`src/rtl/reg_pkg.sv`:
```
// Shared defaults and types for the register-hazard scoreboard.
package reg_pkg;

  localparam int SB_ADDR_W   = 4;
  localparam int SB_CNT_W    = 2;
  localparam int SB_NUM_REGS = 1 << SB_ADDR_W;

  typedef logic [SB_ADDR_W-1:0] reg_addr_t;
  typedef logic [SB_CNT_W-1:0]  cnt_t;

endpackage

```
`src/rtl/reg_scoreboard_if.sv`:
```
// Decode/writeback <-> scoreboard signal bundle; master is the pipeline side.
interface reg_scoreboard_if
  import reg_pkg::*;
#(
  parameter int ADDR_W = SB_ADDR_W
) ();

  localparam int NUM_REGS = 1 << ADDR_W;

  logic                flush;
  logic                iss_valid;
  logic [ADDR_W-1:0]   iss_addr;
  logic                iss_ready;
  logic                wb_valid;
  logic [ADDR_W-1:0]   wb_addr;
  logic [ADDR_W-1:0]   rs_addr;
  logic [ADDR_W-1:0]   rt_addr;
  logic                stall;
  logic [NUM_REGS-1:0] busy;
  logic                err;

  modport master (
    output flush, iss_valid, iss_addr, wb_valid, wb_addr, rs_addr, rt_addr,
    input  iss_ready, stall, busy, err
  );

  modport slave (
    input  flush, iss_valid, iss_addr, wb_valid, wb_addr, rs_addr, rt_addr,
    output iss_ready, stall, busy, err
  );

endinterface

```
`src/rtl/decoder_onehot.sv`:
```
// Combinational IN_W -> 2**IN_W one-hot decoder with enable.
module decoder_onehot #(
  parameter int IN_W = 4
) (
  input  logic                   en_i,
  input  logic [IN_W-1:0]        in_i,
  output logic [(1<<IN_W)-1:0]   out_o
);

  always_comb begin
    // NOTE: default assignment first so no path leaves out_o unassigned (no latch).
    out_o = '0;
    if (en_i) out_o[in_i] = 1'b1;
  end

endmodule

```
`src/rtl/reg_scoreboard.sv`:
```
// Register-hazard scoreboard: saturating pending-write counter per register.
// Optional macro SB_ZERO_REG_HARDWIRE_EN treats register 0 as hardwired $zero.
module reg_scoreboard
  import reg_pkg::*;
#(
  parameter int ADDR_W = SB_ADDR_W,
  parameter int CNT_W  = SB_CNT_W
) (
  input  logic             clk,
  input  logic             rst,
  reg_scoreboard_if.slave  sb
);

  localparam int               NUM_REGS = 1 << ADDR_W;
  localparam logic [CNT_W-1:0] CNT_MAX  = '1;

  logic [CNT_W-1:0]    cnt_q [NUM_REGS];
  logic [CNT_W-1:0]    cnt_d [NUM_REGS];
  logic                err_q, err_d;
  logic [NUM_REGS-1:0] inc_oh, dec_oh, busy;
  logic                iss_ready, iss_en, wb_en, same_reg;

  // A same-register issue+writeback nets to zero, so it is let through even
  // when the target is saturated and iss_ready reads low.
  always_comb begin
    same_reg = sb.iss_valid && sb.wb_valid && (sb.iss_addr == sb.wb_addr);
`ifdef SB_ZERO_REG_HARDWIRE_EN
    iss_ready = (sb.iss_addr == '0) || (cnt_q[sb.iss_addr] != CNT_MAX);
    iss_en    = sb.iss_valid && (iss_ready || same_reg) && (sb.iss_addr != '0) && !sb.flush;
    wb_en     = sb.wb_valid && (sb.wb_addr != '0) && !sb.flush;
`else
    iss_ready = (cnt_q[sb.iss_addr] != CNT_MAX);
    iss_en    = sb.iss_valid && (iss_ready || same_reg) && !sb.flush;
    wb_en     = sb.wb_valid && !sb.flush;
`endif
  end

  decoder_onehot #(.IN_W(ADDR_W)) u_iss_dec (
    .en_i  (iss_en),
    .in_i  (sb.iss_addr),
    .out_o (inc_oh)
  );

  decoder_onehot #(.IN_W(ADDR_W)) u_wb_dec (
    .en_i  (wb_en),
    .in_i  (sb.wb_addr),
    .out_o (dec_oh)
  );

  always_comb begin
    err_d = err_q;
    for (int i = 0; i < NUM_REGS; i++) begin
      cnt_d[i] = cnt_q[i];
      if (sb.flush) begin
        cnt_d[i] = '0;
      end else begin
        case ({inc_oh[i], dec_oh[i]})
          2'b10:   cnt_d[i] = cnt_q[i] + 1'b1;
          2'b01: begin
            if (cnt_q[i] == '0) err_d    = 1'b1;
            else                cnt_d[i] = cnt_q[i] - 1'b1;
          end
          default: cnt_d[i] = cnt_q[i];
        endcase
      end
    end
`ifdef SB_ZERO_REG_HARDWIRE_EN
    cnt_d[0] = '0;
`endif
  end

  // NOTE: the counter array is explicitly reset; hazard state must never wake up as X.
  always_ff @(posedge clk or posedge rst) begin
    if (rst) begin
      for (int i = 0; i < NUM_REGS; i++) cnt_q[i] <= '0;
      err_q <= 1'b0;
    end else begin
      // NOTE: non-blocking so every counter updates from the same pre-edge snapshot.
      for (int i = 0; i < NUM_REGS; i++) cnt_q[i] <= cnt_d[i];
      err_q <= err_d;
    end
  end

  always_comb begin
    for (int i = 0; i < NUM_REGS; i++) busy[i] = (cnt_q[i] != '0);
  end

  assign sb.busy      = busy;
  assign sb.stall     = busy[sb.rs_addr] | busy[sb.rt_addr];
  assign sb.iss_ready = iss_ready;
  assign sb.err       = err_q;

endmodule

```
`src/flat_wrapper.sv`:
```
// flat-port wrapper written by rule: the top's interface ports become plain ports
module reg_scoreboard_flat import reg_pkg::*;
#(
  parameter int ADDR_W = SB_ADDR_W,
  parameter int CNT_W  = SB_CNT_W
)
  (clk, rst, sb_flush, sb_iss_valid, sb_iss_addr, sb_wb_valid, sb_wb_addr, sb_rs_addr, sb_rt_addr, sb_iss_ready, sb_stall, sb_busy, sb_err);
  reg_scoreboard_if #(.ADDR_W(ADDR_W)) sb_i ();
  input  logic clk;
  input  logic rst;
  input wire logic [$bits(sb_i.flush)-1:0] sb_flush;
  input wire logic [$bits(sb_i.iss_valid)-1:0] sb_iss_valid;
  input wire logic [$bits(sb_i.iss_addr)-1:0] sb_iss_addr;
  input wire logic [$bits(sb_i.wb_valid)-1:0] sb_wb_valid;
  input wire logic [$bits(sb_i.wb_addr)-1:0] sb_wb_addr;
  input wire logic [$bits(sb_i.rs_addr)-1:0] sb_rs_addr;
  input wire logic [$bits(sb_i.rt_addr)-1:0] sb_rt_addr;
  output wire logic [$bits(sb_i.iss_ready)-1:0] sb_iss_ready;
  output wire logic [$bits(sb_i.stall)-1:0] sb_stall;
  output wire logic [$bits(sb_i.busy)-1:0] sb_busy;
  output wire logic [$bits(sb_i.err)-1:0] sb_err;
  assign sb_i.flush = sb_flush;
  assign sb_i.iss_valid = sb_iss_valid;
  assign sb_i.iss_addr = sb_iss_addr;
  assign sb_i.wb_valid = sb_wb_valid;
  assign sb_i.wb_addr = sb_wb_addr;
  assign sb_i.rs_addr = sb_rs_addr;
  assign sb_i.rt_addr = sb_rt_addr;
  assign sb_iss_ready = sb_i.iss_ready;
  assign sb_stall = sb_i.stall;
  assign sb_busy = sb_i.busy;
  assign sb_err = sb_i.err;
  reg_scoreboard #(.ADDR_W(ADDR_W), .CNT_W(CNT_W)) u_core (.clk(clk), .rst(rst), .sb(sb_i));
endmodule
```
`config.mk`:
```
export PLATFORM = sky130hd
export DESIGN_NAME = reg_scoreboard_flat
export DESIGN_NICKNAME = d
export VERILOG_FILES = /design/src/rtl/reg_pkg.sv /design/src/rtl/reg_scoreboard_if.sv /design/src/rtl/decoder_onehot.sv /design/src/rtl/reg_scoreboard.sv /design/src/flat_wrapper.sv
export SDC_FILE = /design/constraint.sdc
export NUM_CORES = 1
export LEC_CHECK = 0
export CORE_AREA = 10 10 97 99
export DETAILED_ROUTE_END_ITERATION = 12
export DIE_AREA = 0 0 107 109
export SLEW_MARGIN = 15
export SYNTH_ARGS = -nofsm -noshare
export SYNTH_HDL_FRONTEND = slang
export SYNTH_HIERARCHICAL = 1
export SYNTH_SLANG_ARGS = --single-unit
```
`constraint.sdc`:
```
create_clock -name clk -period 5.79 [get_ports clk]
set_clock_uncertainty 0.1 [all_clocks]
set_input_delay 0.579 -clock clk [delete_from_list [all_inputs] [get_ports clk]]
set_output_delay 0.579 -clock clk [all_outputs]
set_load 0.01 [all_outputs]
```
==> metrics.md, run 1 <==
| Metric | Value |
|---|---|
| Multiplexer area fraction after synthesis | 0.0973 |
| Port Buf Inserts | 39 |
| Worst rel slew slack | 0.446 |
| Final setup viols | 0 |
| Hold_ws | 436 ps |
| Main synth FF type | dfrtp_1 |
| CP max-delay cell | clkdlybuf4s50_1 |
| Crit. End Element | register |
| Worst vdd ir | around 75 µV |
| Hold WC Path Type | reg -> reg |
| Chip Height | 109 µm |
| Layout Nets | 422 |
| Detailed-route via count | 2858 |
| Int Pwr | 352 µW |
| Seq pwr share | 0.489 |
| Core area | approximately 7500 µm² |
| Critical Path AT | 4370 ps |
| PnR worst setup slack | 1480 ps |
| Avg WL per Cell | 17.9 µm |
| Fmax | 0.232 GHz |
| Final Non-Filler Cells | 504 |
| Worst-path clk slew | 60 ps |
| CP Launch Type | primary input |
| Post-DP HPWL | 7140 µm |
| Drt initial violations | 150 |
| Final setup TNS | 0 ps |
| Least-Margin Pin Slew | 829 ps |
| Total Routed Length | 9000 µm |
| Via density | 5.67 |
| Cells along the critical path | clkdlybuf4s50_1 > and4b_1 > nor4b_2 > a2bb2oi_1 > a311oi_1 > nand3b_1 > nor3_1 > nor4b_1 > a2111oi_0 > and4_1 > o21bai_1 |
| GPL Wtd Cong | 0.970 |
| Sink Count | 33 |
| Total CTS buffers | 5 |
| Largest family of logic cells by synthesized area | simple AND/OR/NAND/NOR gates |
| Synth top area share | 0.282 |
| Gate count of the mapped netlist | 363 |
| Largest net degree at the start of global routing | 34 |
| Share of cells above drive strength 1 | 0.0597 |
| Min cycle time layout | roughly 4300 ps |
| Hold_buf cts | 0 |
| GRT Util Overall | 0.158 |
| Cts repair resizes | 0 |
| Slew Viols, Final | 0 |
| # DRC | 0 |
| Switching share of power | 0.267 |
| Run status | complete, no violations |
| Post-CTS Setup Bufs | 0 |
| Syn-to-layout area delta | 19.1% |
| Post-Synth Simple-Gate Area | 0.375 |
| Post-synthesis cell type count | 47 |
| Synth area leader | dfrtp_1 |
| Root buffer cell | clkbuf_8 |
| Bufs on Longest Clock Path | 2 |
| Initial antenna violation count | 0 |
| Pwr dens | 138 nW/µm² |
| TritonCTS clock tree | done |
| Initial core utilization | 0.389 |
| Critical path class | in -> reg |
| Clock latency on the worst-skew pair | 280 ps |
| Via count of the first global-routing pass | between 2000 and 3000 |
| Area post-placement | 3410 µm² |
| Syn nets | 384 |
| Placed cells | just under 500 |
| Worst path max stage delay | roughly 940 ps |
| DP Worst Slack | 1250 ps |
| Initial DRT Pass Iterations | 4 |
| Share of the clock period used by the worst path | 0.744 |
| P_sw | 128 µW |
| Compound-Gate Fraction of Synth Area | 0.151 |
| GR Overflow Total | 0 |
| Unrepaired setup endpoints after global routing | no |
| Placement row count | 32 |
| Design Area, Final | 3490 µm² |
| Power Total | ~480 µW |
| I/O pin total | 40 |
| First-pass GRT wire length | 14700 µm |
| Post-synth EDFFs | 0 |
| Yosys reg bits | 33 |
| Post-Syn Area | 2930 µm² |
| Post-synthesis average cell area | 8.08 µm² |
| Leakage | about 1.4 nW |
| Clock power frac | 0.348 |
| Number of H-tree levels | 2 |
| Fin. Hold Viols | 0 |
| Xor/xnor share of the synthesized area | 0.0448 |
| Horiz. Die Dim | about 110 µm |
| Max Cap Viol | 0 |
| Critical path required time | 5850 ps |
| Gate power share | 0.163 |
| Async S/R FF share, synth | 1.00 |
| Final core occ | 0.464 |
| Sequential fraction of the synthesis area | 0.282 |
| Largest cells by area after synthesis | dfrtp_1 28%, nor2_1 7.9%, mux4_1 5.4% |
| Critical Path Fanout Max | 20 |
| Routed Antenna Nets | 0 |
| Synth warnings | 6 |
| Adder-Cell Fraction of Synth Area | 0 |
| Die area | 11700 µm² |
| Antenna cells | 0 |
sequential cells by signal, summed over array words and instances (netlist names):
name	cells
u_core/cnt_q	32
u_core/sb.err	1
synthesized netlist by cell type, drive strengths merged (2+ instances only):
master,count
nor2,63
dfrtp,33
nand2,27
nor3,27
inv,25
nor2b,23
a211oi,16
a21oi,15
nand2b,15
xor2,14
nor4b,13
mux4,9
a2111oi,8
mux2i,6
nand3b,6
or2,6
a311oi,5
buf,5
clkbuf,5
o21ai,5
nand3,4
nor3b,4
o22ai,4
nand4b,3
a2bb2oi,2
a31oi,2
nand4,2
o221a,2
or3b,2
cell families after synthesis:
group / Yosys count
AOI/OAI and AO/OA: 63
xor gates and xnor gates: 15
buffers and inverters: 35
DFF: 33
muxes: 15
and+or+nand+nor: 202
worst max-delay path: cells and delay by family:
| kind | cells | cell delay, ps |
|---|---|---|
| buffers and inverters | 1 | 940 |
| and+or+nand+nor | 6 | 1590 |
| AOI/OAI and AO/OA | 4 | 1270 |
routing by layer:
metal / part of all wire / vias to the layer above / global-route usage
met4: 0.020 / 0 / 0.0532
met1: 0.45 / 1379 / 0.197
met3: 0.043 / 14 / 0.0265
li1: - / 1396 / -
met5: 0 / - / 0
met2: 0.48 / 69 / 0.269
placed cells by master (no fill, tap or decap), types with 4 or more instances in the layout:
cell type        instances
xor2_1                  14
a211oi_1                16
nand2b_1                15
dfrtp_1                 33
clkdlybuf4s50_1         39
or2_2                    6
inv_1                   25
nor2_1                  62
nor3b_1                  4
nand3b_1                 6
o22ai_1                  4
mux4_1                   6
nor3_1                  25
o21ai_0                  5
nand3_1                  4
nor4b_1                 12
nand2_1                 27
mux2i_1                  6
nor2b_1                 23
a311oi_1                 5
clkbuf_8                 5
a21oi_1                 15
a2111oi_0                8
worst paths after layout:
kind,endpoint,startpoint,slack [ps],cells past startpoint
setup reg to reg,u_core/sb.err,u_core/cnt_q[28],2290,10
hold / removal,u_core/sb.err,u_core/sb.err,440,1
max in group asynchronous,u_core/cnt_q[26],rst,4670,3
min in group asynchronous,u_core/cnt_q[3],rst,600,3
setup / recovery,u_core/sb.err,sb_iss_addr[1],1480,11
hold reg to reg,u_core/sb.err,u_core/sb.err,440,1
power groups by stage:
| stage | Clock [mW] | Sequential (mW) | Combinational (mW) |
|---|---|---|---|
| 3_3_place_gp | 0 | 0.239 | 0.0776 |
| 2_1_floorplan | 0 | 0.238 | 0.0412 |
| 6_report | 0.167 | 0.235 | 0.0783 |
| 5_1_grt | 0.183 | 0.235 | 0.0852 |
| 3_5_place_dp | 0 | 0.239 | 0.0782 |
| 4_1_cts | 0.175 | 0.235 | 0.0785 |
area by class of cell:
cell class              instances  area (µm²)
fillers                       763        4040
multi-input cells             295        1960
flip-flops and latches         33         826
repair buffers                 41         405
well taps                     102         128
inverters                      25        93.8
clock buffers                   8        80.1
No activity file was read; power rests on OpenSTA's default activity.
==> run 2: changes to the inputs <==
==> constraint.sdc (replaced) <==
create_clock -name clk -period 3.7 [get_ports clk]
set_clock_uncertainty 0.1 [all_clocks]
set_input_delay 0.37 -clock clk [delete_from_list [all_inputs] [get_ports clk]]
set_output_delay 0.37 -clock clk [all_outputs]
set_load 0.01 [all_outputs]
==> metrics.md, run 2 (synthesized netlist as in run 1, its figures left out) <==
| Metric | Value |
|---|---|
| Power Total | approximately 860 µW |
| Pwr dens | 233 nW/µm² |
| Avg WL per Cell | between 15 and 20 µm |
| Least-Margin Pin Slew | 459 ps |
| Unrepaired setup endpoints after global routing | no |
| Routed Antenna Nets | 0 |
| Via density | 5.66 |
| Critical path required time | 3780 ps |
| Post-CTS Setup Bufs | 0 |
| Area post-placement | 3590 µm² |
| Drt initial violations | 271 |
| Cells along the critical path | clkdlybuf4s50_1 > buf_4 > xor2_1 > nor3_1 > nand3_1 > a311oi_2 > or3b_4 > nor3_2 > nor4b_1 > a2111oi_0 > buf_4 > and4_1 > o21bai_1 |
| Initial antenna violation count | 0 |
| Horiz. Die Dim | 107 µm |
| Sink Count | 33 |
| Worst path max stage delay | 510 ps |
| Syn-to-layout area delta | 26.6% |
| Post-DP HPWL | 7290 µm |
| DP Worst Slack | -133 ps |
| Initial core utilization | 0.389 |
| GR Overflow Total | 0 |
| Share of cells above drive strength 1 | 0.116 |
| GPL Wtd Cong | 0.925 |
| Final setup viols | 0 |
| # DRC | 0 |
| Via count of the first global-routing pass | about 2900 |
| Largest net degree at the start of global routing | 34 |
| Clock latency on the worst-skew pair | 290 ps |
| Design Area, Final | 3710 µm² |
| CP Launch Type | primary input |
| Critical path class | in -> reg |
| Hold_buf cts | 0 |
| Min cycle time layout | 3450 ps |
| Slew Viols, Final | 0 |
| CP max-delay cell | clkdlybuf4s50_1 |
| Die area | ~12000 µm² |
| GRT Util Overall | 0.160 |
| Max FFs per register | 32 |
| Share of the clock period used by the worst path | 0.933 |
| Critical Path Fanout Max | 8 |
| Leakage | around 1.5 nW |
| TritonCTS clock tree | done |
| Detailed-route via count | just under 3000 |
| Worst-path clk slew | 70 ps |
| Crit-path leading delay family | simple AND/OR/NAND/NOR gates |
| Layout Nets | about 440 |
| Port Buf Inserts | 39 |
| Placed cells | between 500 and 600 |
| I/O pin total | 40 |
| Fmax | about 0.29 GHz |
| Fin. Hold Viols | 0 |
| Worst vdd ir | 143 µV |
| Final core occ | 0.493 |
| Crit. End Element | register |
| Placement row count | 32 |
| Total CTS buffers | 5 |
| Final Non-Filler Cells | approximately 530 |
| Number of H-tree levels | 2 |
| Bufs on Longest Clock Path | 2 |
| Max Cap Viol | 0 |
| Initial DRT Pass Iterations | 5 |
| PnR worst setup slack | 249 ps |
| Largest Register | u_core/cnt_q |
| Worst rel slew slack | 0.686 |
| First-pass GRT wire length | approximately 15000 µm |
| Antenna cells | 0 |
| Cts repair resizes | 0 |
| Core area | 7530 µm² |
| Hold WC Path Type | in -> async |
| Total Routed Length | 9190 µm |
| Leading cell type in the layout, fill and taps excluded | nor2_1 |
| Most frequent cells in the layout | 62 x nor2_1, 39 x clkdlybuf4s50_1, 33 x dfrtp_1, 27 x nand2_1 |
| Chip Height | around 110 µm |
| Run status | complete, no violations |
| Root buffer cell | clkbuf_8 |
| Buf+Inv Stages, Crit Path | 3 |
| Most used cell, CP | buf_4 |
| Critical Path AT | 3530 ps |
run 2: changes by cell type in the layout (fill, tap and decap cells not counted):
cell / previous run / this run
a311oi_2: 0 / 1
clkbuf_1: 3 / 1
clkbuf_8: 5 / 6
buf_12: 0 / 1
buf_4: 2 / 23
a311oi_1: 5 / 4
bufinv_16: 0 / 1
run 2: final timing paths:
path | startpoint | cells past startpoint | end | slack, ps
max | sb_iss_addr[1] | 13 | u_core/sb.err | 250
min | rst | 3 | u_core/cnt_q[30] | 360
max reg2reg | u_core/cnt_q[28] | 11 | u_core/sb.err | 470
min reg2reg | u_core/cnt_q[12] | 1 | u_core/cnt_q[12] | 460
max in group asynchronous | rst | 3 | u_core/cnt_q[18] | 2810
min in group clk | u_core/cnt_q[12] | 1 | u_core/cnt_q[12] | 460
run 2: worst min-delay path, cell delays in order:
cell             delay, ps
clkdlybuf4s50_1        390
inv_1                   50
buf_4                  370
run 2: cell type report:
type	instances	area, µm²
sequential	33	826
clock inverter	1	30.0
clock buffer	7	86.3
tap	102	128
fill	760	3810
multi-input combinational	295	1970
inverter	25	93.8
timing repair buffer	63	583
run 2: where the power goes:
group | total, mW | internal [mW] | switching (mW)
Combinational | 0.136 | 0.0647 | 0.0708
Sequential | 0.368 | 0.363 | 0.00481
Clock | 0.361 | 0.220 | 0.142
Total | 0.865 | 0.647 | 0.217
run 2: per-stage QoR:
step | TNS (ps) | hold WS (ps)
2_1_floorplan | 0 | 399
3_3_place_gp | -87.4 | 444
3_5_place_dp | -133 | 439
4_1_cts | 0 | 390
5_1_grt | 0 | 418
6_report | 0 | 364
run 2: per-layer routing:
layer  global-route usage  vias up  share of wire
met2                0.266      106           0.47
met3               0.0342       19          0.062
met4               0.0687        0          0.030
li1                     -     1440              -
met1                0.196     1411           0.44
met5                    0        -              0
==> run 3: changes to the inputs <==
--- a/config.mk
+++ b/config.mk
@@ -8,6 +8,7 @@
 export CORE_AREA = 10 10 97 99
 export DETAILED_ROUTE_END_ITERATION = 12
 export DIE_AREA = 0 0 107 109
+export HOLD_SLACK_MARGIN = 0.08
 export SLEW_MARGIN = 15
 export SYNTH_ARGS = -nofsm -noshare
 export SYNTH_HDL_FRONTEND = slang
==> results of run 3 <==
The final DEF is identical to that of run 2; final timing and power are the same.
